## config.mk

```make
export PLATFORM = sky130hd
export DESIGN_NAME = psum_write_controller
export DESIGN_NICKNAME = d
export VERILOG_FILES = /design/src/rtl/psum_wr_pkg.sv /design/src/rtl/psum_add_sat.sv /design/src/rtl/psum_write_controller.sv
export SDC_FILE = /design/constraint.sdc
export NUM_CORES = 1
export LEC_CHECK = 0
export ABC_AREA = 1
export ABC_CLOCK_PERIOD_IN_PS = 3000
export BUFFER_PORTS_ARGS = -buffer_cell sky130_fd_sc_hd__buf_4
export CORE_ASPECT_RATIO = 0.75
export CORE_MARGIN = 2
export CORE_UTILIZATION = 51
export DETAILED_ROUTE_END_ITERATION = 8
export PLACE_DENSITY = 0.82
export RECOVER_POWER = 100
export SYNTH_ARGS = -nofsm -noshare
export SYNTH_HDL_FRONTEND = slang
export SYNTH_SLANG_ARGS = --single-unit
export TNS_END_PERCENT = 10
```

## constraint.sdc

```tcl
create_clock -name clk -period 3 [get_ports clk]
set_clock_uncertainty 0.15 [all_clocks]
set_input_delay 0.6 -clock clk [delete_from_list [all_inputs] [get_ports clk]]
set_output_delay 0.6 -clock clk [all_outputs]
set_load 0.02 [all_outputs]
```

## src/rtl/psum_wr_pkg.sv

```systemverilog
// Shared definitions for the psum write controller: FSM states, stall codes
// and default widths.
package psum_wr_pkg;

    localparam int PSUM_WIDTH_DEF = 24;
    localparam int CNT_WIDTH_DEF  = 8;

    typedef enum logic [2:0] {
        ST_IDLE,
        ST_SUM,
        ST_PUSH,
        ST_REPORT,
        ST_FINISH
    } state_e;

    localparam logic [1:0] STALL_WAIT   = 2'b00;
    localparam logic [1:0] STALL_NEXT   = 2'b10;
    localparam logic [1:0] STALL_FINISH = 2'b11;

endpackage

```

## src/rtl/psum_add_sat.sv

```systemverilog
// Combinational signed adder with optional clamp to the signed W-bit range.
// Ports: a_i, b_i (operands), sum_o (W-bit result), ovf_o (true overflow).
module psum_add_sat
    import psum_wr_pkg::*;
#(
    parameter int W      = PSUM_WIDTH_DEF,
    parameter bit SAT_EN = 1'b0
) (
    input  logic [W-1:0] a_i,
    input  logic [W-1:0] b_i,
    output logic [W-1:0] sum_o,
    output logic         ovf_o
);

    logic [W:0]   wide;
    logic [W-1:0] clamp;

    // One guard bit: overflow when the sign and guard bit disagree.
    assign wide  = {a_i[W-1], a_i} + {b_i[W-1], b_i};
    assign ovf_o = wide[W] ^ wide[W-1];

    // Guard bit carries the true sign of the unbounded sum.
    assign clamp = wide[W] ? {1'b1, {(W-1){1'b0}}}
                           : {1'b0, {(W-1){1'b1}}};

    assign sum_o = (SAT_EN && ovf_o) ? clamp : wide[W-1:0];

endmodule

```

## src/rtl/psum_write_controller.sv

```systemverilog
// Adds the stored psum to each finished result and pushes it downstream
// over valid/ready, reporting a stall code to the main controller.
// Ports: clk, reset (async, high), chip_en, global_rst (sync clear),
//   done/result/psum_mode/psum_in/psum_in_valid/psum_limit (request side),
//   out_ready/out_data/out_valid (write side), stall, wr_count,
//   sat_flag, drop_err (status).
// Build option: define PSUM_SATURATE_EN to clamp overflowing sums and
//   drive sat_flag; otherwise sums wrap and sat_flag stays 0.
module psum_write_controller
    import psum_wr_pkg::*;
#(
    parameter int PSUM_WIDTH = PSUM_WIDTH_DEF,
    parameter int CNT_WIDTH  = CNT_WIDTH_DEF
) (
    input  logic                  clk,
    input  logic                  reset,
    input  logic                  chip_en,
    input  logic                  global_rst,
    input  logic                  done,
    input  logic [PSUM_WIDTH-1:0] result,
    input  logic                  psum_mode,
    input  logic [PSUM_WIDTH-1:0] psum_in,
    input  logic                  psum_in_valid,
    input  logic [CNT_WIDTH-1:0]  psum_limit,
    input  logic                  out_ready,
    output logic [PSUM_WIDTH-1:0] out_data,
    output logic                  out_valid,
    output logic [1:0]            stall,
    output logic [CNT_WIDTH-1:0]  wr_count,
    output logic                  sat_flag,
    output logic                  drop_err
);

`ifdef PSUM_SATURATE_EN
    localparam bit SAT_EN = 1'b1;
`else
    localparam bit SAT_EN = 1'b0;
`endif

    state_e                state_q;
    logic [PSUM_WIDTH-1:0] op_a_q;
    logic [PSUM_WIDTH-1:0] op_b_q;
    logic [PSUM_WIDTH-1:0] out_data_q;
    logic                  out_valid_q;
    logic [1:0]            stall_q;
    logic [CNT_WIDTH-1:0]  wr_count_q;
    logic                  sat_q;
    logic                  drop_q;

    logic [PSUM_WIDTH-1:0] acc_d;
    logic                  ovf;
    logic [CNT_WIDTH-1:0]  wr_count_d;
    logic                  last_d;

    psum_add_sat #(
        .W      (PSUM_WIDTH),
        .SAT_EN (SAT_EN)
    ) u_add (
        .a_i   (op_a_q),
        .b_i   (op_b_q),
        .sum_o (acc_d),
        .ovf_o (ovf)
    );

    assign wr_count_d = wr_count_q + CNT_WIDTH'(1);

    // A zero limit is a single-psum job, so any write ends it.
    assign last_d = (wr_count_d == psum_limit) || (psum_limit == '0);

    always_ff @(posedge clk or posedge reset) begin
        if (reset) begin
            state_q     <= ST_IDLE;
            op_a_q      <= '0;
            op_b_q      <= '0;
            out_data_q  <= '0;
            out_valid_q <= 1'b0;
            stall_q     <= STALL_WAIT;
            wr_count_q  <= '0;
            sat_q       <= 1'b0;
            drop_q      <= 1'b0;
        end else if (chip_en) begin
            if (global_rst) begin
                state_q     <= ST_IDLE;
                op_a_q      <= '0;
                op_b_q      <= '0;
                out_data_q  <= '0;
                out_valid_q <= 1'b0;
                stall_q     <= STALL_WAIT;
                wr_count_q  <= '0;
                sat_q       <= 1'b0;
                drop_q      <= 1'b0;
            end else begin
                if (done && (state_q != ST_IDLE)) begin
                    drop_q <= 1'b1;
                end
                unique case (state_q)
                    ST_IDLE: begin
                        stall_q <= STALL_WAIT;
                        if (done) begin
                            op_a_q <= result;
                            if (psum_mode && psum_in_valid) begin
                                op_b_q <= psum_in;
                            end else begin
                                op_b_q <= '0;
                            end
                            if (psum_mode && !psum_in_valid) begin
                                drop_q <= 1'b1;
                            end
                            state_q <= ST_SUM;
                        end
                    end
                    ST_SUM: begin
                        out_data_q  <= acc_d;
                        out_valid_q <= 1'b1;
                        if (SAT_EN && ovf) begin
                            sat_q <= 1'b1;
                        end
                        state_q <= ST_PUSH;
                    end
                    ST_PUSH: begin
                        if (out_ready) begin
                            out_valid_q <= 1'b0;
                            wr_count_q  <= wr_count_d;
                            stall_q     <= last_d ? STALL_FINISH
                                                  : STALL_NEXT;
                            state_q     <= ST_REPORT;
                        end
                    end
                    ST_REPORT: begin
                        // Stall code was decided at the handshake.
                        if (stall_q == STALL_FINISH) begin
                            state_q <= ST_FINISH;
                        end else begin
                            stall_q <= STALL_WAIT;
                            state_q <= ST_IDLE;
                        end
                    end
                    ST_FINISH: begin
                        stall_q <= STALL_FINISH;
                    end
                    default: begin
                        state_q <= ST_IDLE;
                    end
                endcase
            end
        end
    end

    assign out_data  = out_data_q;
    assign out_valid = out_valid_q;
    assign stall     = stall_q;
    assign wr_count  = wr_count_q;
    assign sat_flag  = sat_q;
    assign drop_err  = drop_q;

endmodule

```

==> flow_results.xml <==
<?xml version="1.0" encoding="UTF-8"?>
<metrics>
  <group name="clock_tree">
    <metric name="cts.sinks" unit="">87</metric>
    <metric name="holdBufCountCts" unit="">0</metric>
    <metric name="cts-root-to-sink-buffers" unit="">2</metric>
    <metric name="cts-buffers-inserted" unit="">9</metric>
    <metric name="postCtsResizedCells" unit="">0</metric>
    <metric name="ctsHtreeMaxLevel" unit="">3</metric>
    <metric name="clk_latency" unit="ns">0.34</metric>
    <metric name="postCtsSetupRepairBufs" unit="">0</metric>
    <metric name="cts_root_buf" unit="">sky130_fd_sc_hd__clkbuf_16</metric>
    <metric name="clkSlewWorstSetupHoldPaths" unit="ns">0.06</metric>
    <metric name="cts_tree" unit="">yes</metric>
  </group>
  <group name="global_routing">
    <metric name="grt_antenna_before_repair" unit="">0</metric>
    <metric name="grt_remaining_overflow" unit="">0</metric>
    <metric name="grt_pass1_wl" unit="µm">24600</metric>
    <metric name="vias_in_the_first_global_route" unit="">5075</metric>
    <metric name="globalRouteTotalUtil" unit="%">27.2</metric>
    <metric name="maximum_number_of_pins_on_one_net_before_global_route_repair" unit="">49</metric>
  </group>
  <group name="die">
    <metric name="floorplan.die_area" unit="µm²">11600</metric>
    <metric name="die_span_in_x" unit="µm">124</metric>
    <metric name="core_area" unit="µm²">10400</metric>
    <metric name="ioPinCount" unit="">101</metric>
    <metric name="floorplan.die.height" unit="µm">93.7</metric>
    <metric name="fp-row-count" unit="">32</metric>
    <metric name="start_util" unit="%">52.8</metric>
  </group>
  <group name="logic_synthesis">
    <metric name="synth.lib_cells_used.distinct" unit="">44</metric>
    <metric name="synthesized_area_per_cell" unit="µm²">7.64</metric>
    <metric name="yosysWarnings" unit="">0</metric>
    <metric name="leading_cell_types_by_total_area_after_synthesis" unit="">sky130_fd_sc_hd__dfrtp_1, sky130_fd_sc_hd__nand2_1, sky130_fd_sc_hd__inv_1, sky130_fd_sc_hd__nand3_1, sky130_fd_sc_hd__ha_1</metric>
    <metric name="synthCells" unit="">717</metric>
    <metric name="ys_dominant_reg_cell" unit="">sky130_fd_sc_hd__dfrtp_1</metric>
    <metric name="synth.top_cell.area_share" unit="%">39.8</metric>
    <metric name="sequential_cell_area_fraction_in_the_yosys_report" unit="%">39.8</metric>
    <metric name="post_synthesis_instance_area" unit="µm²">5480</metric>
    <metric name="synthArstFlopShare" unit="%">100</metric>
    <metric name="synth_enable_flop_cells" unit="">0</metric>
    <metric name="syn-num-nets" unit="">806</metric>
    <metric name="synth_largest_area_cell" unit="">sky130_fd_sc_hd__dfrtp_1</metric>
    <metric name="synth-seq-cells" unit="">87</metric>
  </group>
  <group name="timing">
    <metric name="max-slew-margin-rel" unit="%">-23.9</metric>
    <metric name="fmax" unit="MHz">427</metric>
    <metric name="finalWorstPathRequiredPeriod" unit="ns">2.34</metric>
    <metric name="timing_worst_slew_pin_value" unit="ns">1.85</metric>
    <metric name="timing.final.crit_share" unit="%">78.1</metric>
    <metric name="timing.final.hold_violations" unit="">0</metric>
    <metric name="tns" unit="ns">0</metric>
    <metric name="grt_setup_unrepaired" unit="">false</metric>
    <metric name="report.final.slew_viol_count" unit="">43</metric>
    <metric name="timing.final.setup_violations" unit="">0</metric>
    <metric name="final_critical_path_setup_slack" unit="ns">0.657</metric>
  </group>
  <group name="critical_path">
    <metric name="path_max_fanout" unit="">48</metric>
    <metric name="r2r_start" unit="">state_q[1]</metric>
    <metric name="regToRegSetupSlack" unit="ns">0.66</metric>
    <metric name="critical-path-max-stage-delay" unit="ns">0.58</metric>
    <metric name="critical_path.startpoint" unit="">state_q[1]</metric>
    <metric name="crit_slowest_cell" unit="">sky130_fd_sc_hd__clkbuf_2</metric>
    <metric name="data_arrival_time_of_the_critical_path" unit="ns">2.41</metric>
    <metric name="timing.critical_path.required" unit="ns">3.07</metric>
    <metric name="rr_endpoint" unit="">op_a_q[3]</metric>
    <metric name="crit_chain" unit="">nor2_1, inv_2, nor3_1, clkinv_1, clkbuf_2, a32o_1</metric>
    <metric name="critical-path-top-delay-family" unit="">buffers and inverters</metric>
    <metric name="critPathCaptureType" unit="">flip-flop</metric>
    <metric name="cp.buffers_inverters" unit="">3</metric>
    <metric name="critPathLaunchType" unit="">flip-flop</metric>
    <metric name="r2r.worst_path.cells" unit="">6</metric>
    <metric name="setup.worst_path.class" unit="">reg -&gt; reg</metric>
  </group>
  <group name="pwr">
    <metric name="totalPowerFinal" unit="mW">3.18</metric>
    <metric name="internal_power_summed_over_all_cells" unit="mW">2.20</metric>
    <metric name="swShare" unit="%">30.8</metric>
    <metric name="power.share.combinational" unit="%">21.9</metric>
    <metric name="seq_power_share" unit="%">43.1</metric>
    <metric name="irDropWorstVdd" unit="mV">0.330</metric>
    <metric name="total_leakage_power" unit="nW">3.43</metric>
    <metric name="power_frac_clock" unit="%">35.0</metric>
    <metric name="power-per-cell-area" unit="nW/µm²">499</metric>
    <metric name="netSwitchingPower" unit="µW">978</metric>
  </group>
  <group name="drt">
    <metric name="drtPass1Iterations" unit="">5</metric>
    <metric name="detailedRoute.firstIterationViolations" unit="">370</metric>
    <metric name="per_cell_via_count_in_the_routed_design" unit="">5.51</metric>
    <metric name="antenna_left" unit="">0</metric>
    <metric name="post-route-drc-count" unit="">0</metric>
    <metric name="wl_per_cell" unit="µm">15.4</metric>
    <metric name="detail_route.wirelength" unit="µm">14700</metric>
    <metric name="total_number_of_vias" unit="">5265</metric>
  </group>
  <group name="layout">
    <metric name="multiInputGateArea" unit="µm²">2670</metric>
    <metric name="antenna_cells" unit="">0</metric>
    <metric name="layout-drive-gt1-share" unit="%">11.6</metric>
    <metric name="finish.net_count" unit="">904</metric>
    <metric name="area_growth_syn_to_layout" unit="%">16.3</metric>
    <metric name="seqCellArea" unit="µm²">2180</metric>
    <metric name="fill_cells" unit="">985</metric>
  </group>
  <group name="outcome">
    <metric name="failing_checks" unit="">max-capacitance violations, max-slew violations</metric>
    <metric name="result_of_the_run" unit="">finished with violations</metric>
  </group>
  <group name="placed_design">
    <metric name="hpwlAfterDp" unit="µm">11600</metric>
    <metric name="finalWeightedCongestion" unit="">0.947</metric>
    <metric name="post-place-ws" unit="ns">0.617</metric>
    <metric name="numPortBuffers" unit="">99</metric>
  </group>
  <group name="hold_path">
    <metric name="worstHoldStart" unit="">out_data[11]</metric>
    <metric name="hold_path_depth" unit="">2</metric>
    <metric name="min_delay_worst_endpoint" unit="">out_data[11]</metric>
    <metric name="hp-class" unit="">reg -&gt; reg</metric>
  </group>
  <group name="flow_run">
    <metric name="maxCapViolCount" unit="">1</metric>
  </group>
</metrics>
-- synthesized netlist by cell type (2+ instances only) --
master,count
sky130_fd_sc_hd__xor2_1,4
sky130_fd_sc_hd__nand3b_1,2
sky130_fd_sc_hd__inv_2,5
sky130_fd_sc_hd__nand4_1,11
sky130_fd_sc_hd__buf_4,5
sky130_fd_sc_hd__buf_1,2
sky130_fd_sc_hd__clkbuf_1,4
sky130_fd_sc_hd__buf_6,2
sky130_fd_sc_hd__o21bai_1,5
sky130_fd_sc_hd__o211ai_1,2
sky130_fd_sc_hd__buf_2,6
sky130_fd_sc_hd__o21ai_2,22
sky130_fd_sc_hd__and2_1,2
sky130_fd_sc_hd__o21ai_0,20
sky130_fd_sc_hd__a22o_1,2
sky130_fd_sc_hd__dfrtp_1,87
sky130_fd_sc_hd__inv_1,104
sky130_fd_sc_hd__a21oi_1,23
sky130_fd_sc_hd__a32o_1,24
sky130_fd_sc_hd__o22ai_1,5
sky130_fd_sc_hd__o21ai_1,8
sky130_fd_sc_hd__nand2_1,209
sky130_fd_sc_hd__nor2_2,3
sky130_fd_sc_hd__nor2_1,41
sky130_fd_sc_hd__ha_1,24
sky130_fd_sc_hd__nand3_1,71
sky130_fd_sc_hd__nor4_1,2
sky130_fd_sc_hd__nor3_2,3
sky130_fd_sc_hd__xnor2_1,2
sky130_fd_sc_hd__nor3_1,3
-- state kept, by name, summed over array words and instances, names as in the netlist --
name       cells
out_valid      1
wr_count       8
drop_err       1
op_a_q        24
op_b_q        24
stall          2
out_data      24
state_q        3
-- worst reg2reg max path: stages (launching register included) --
cell and delay [ns]:
sky130_fd_sc_hd__dfrtp_1 0.41, sky130_fd_sc_hd__nor2_1 0.21, sky130_fd_sc_hd__inv_2 0.07, sky130_fd_sc_hd__nor3_1 0.16, sky130_fd_sc_hd__clkinv_1 0.20, sky130_fd_sc_hd__clkbuf_2 0.58, sky130_fd_sc_hd__a32o_1 0.45
-- area by class of cell --
class	instances	share of cell area [%]
Clock buffer	12	3.87
Clock inverter	3	0.687
Inverter	110	6.54
Multi-Input combinational cell	501	41.8
Sequential cell	87	34.2
Tap cell	136	2.67
Timing Repair Buffer	106	10.2
-- per-stage QoR --
step	area (µm²)	instances	hold WS, ns	util (%)
floorplan	5480	717	0.332	-
global placement	6350	940	0.318	61.2
detailed placement	6350	940	0.317	61.2
CTS	6640	955	0.327	64.0
global route	6370	955	0.329	61.4
finish	6370	955	0.332	61.4
-- power by group through the flow --
stage,logic [mW],clock network [mW],registers [mW]
after detailed placement,0.759,0,1.39
after global routing,0.768,1.18,1.38
after global placement,0.739,0,1.39
final,0.696,1.11,1.37
after CTS,0.762,1.13,1.37
after floorplan,0.439,0,1.42
-- cell families (layout without fill, tap and decap cells) --
logic type / Yosys count / in the layout / synth area share (%)
buffers and inverters: 129 / 231 / 9.64
other: 1 / 1 / 0.0685
adder cells (fa/ha/maj): 25 / 25 / 5.85
AND/OR/NAND/NOR: 353 / 353 / 28.2
AO/OA/AOI/OAI: 115 / 115 / 15.1
XOR/XNOR: 7 / 7 / 1.39
flip-flops: 87 / 87 / 39.8
-- metal layers --
| layer | wire length [µm] | track usage (%) | vias to the layer above | part of all wire [%] |
|---|---|---|---|---|
| li1 | - | - | 2554 | - |
| met1 | 6850 | 38.7 | 2484 | 47 |
| met4 | 294 | 7.95 | 0 | 2.0 |
| met2 | 6600 | 42.9 | 204 | 45 |
| met5 | 0 | 0 | - | 0 |
| met3 | 956 | 4.00 | 23 | 6.5 |
-- cells in the final DEF (no fill, tap or decap), types with 2 or more instances in the layout --
cell and count:
sky130_fd_sc_hd__nor3_1 5, sky130_fd_sc_hd__nand3_1 72, sky130_fd_sc_hd__xnor2_1 2, sky130_fd_sc_hd__a32o_1 24
sky130_fd_sc_hd__a21oi_1 23, sky130_fd_sc_hd__buf_4 66, sky130_fd_sc_hd__xor2_1 4, sky130_fd_sc_hd__clkbuf_16 9
sky130_fd_sc_hd__nand3b_1 2, sky130_fd_sc_hd__o22ai_1 5, sky130_fd_sc_hd__o21ai_2 4, sky130_fd_sc_hd__nor4_1 2
sky130_fd_sc_hd__nand2_1 210, sky130_fd_sc_hd__a22o_1 2, sky130_fd_sc_hd__nor2_1 43, sky130_fd_sc_hd__clkbuf_1 39
sky130_fd_sc_hd__dfrtp_1 87, sky130_fd_sc_hd__o21bai_1 5, sky130_fd_sc_hd__o211ai_1 2, sky130_fd_sc_hd__clkbuf_2 2
sky130_fd_sc_hd__o21ai_0 46, sky130_fd_sc_hd__inv_1 106, sky130_fd_sc_hd__nand4_1 11, sky130_fd_sc_hd__and2_0 2
sky130_fd_sc_hd__ha_1 24
-- how the worst max path moves through the flow --
stage,cells past startpoint,slack [ns],to
after floorplan,9,1.06,out_data[8]
after global placement,7,0.74,op_b_q[13]
after detailed placement,7,0.62,op_b_q[12]
after CTS,11,0.76,out_data[22]
after global routing,3,0.36,out_data[17]
final,6,0.66,op_a_q[3]
No activity file was read; power rests on OpenSTA's default activity.
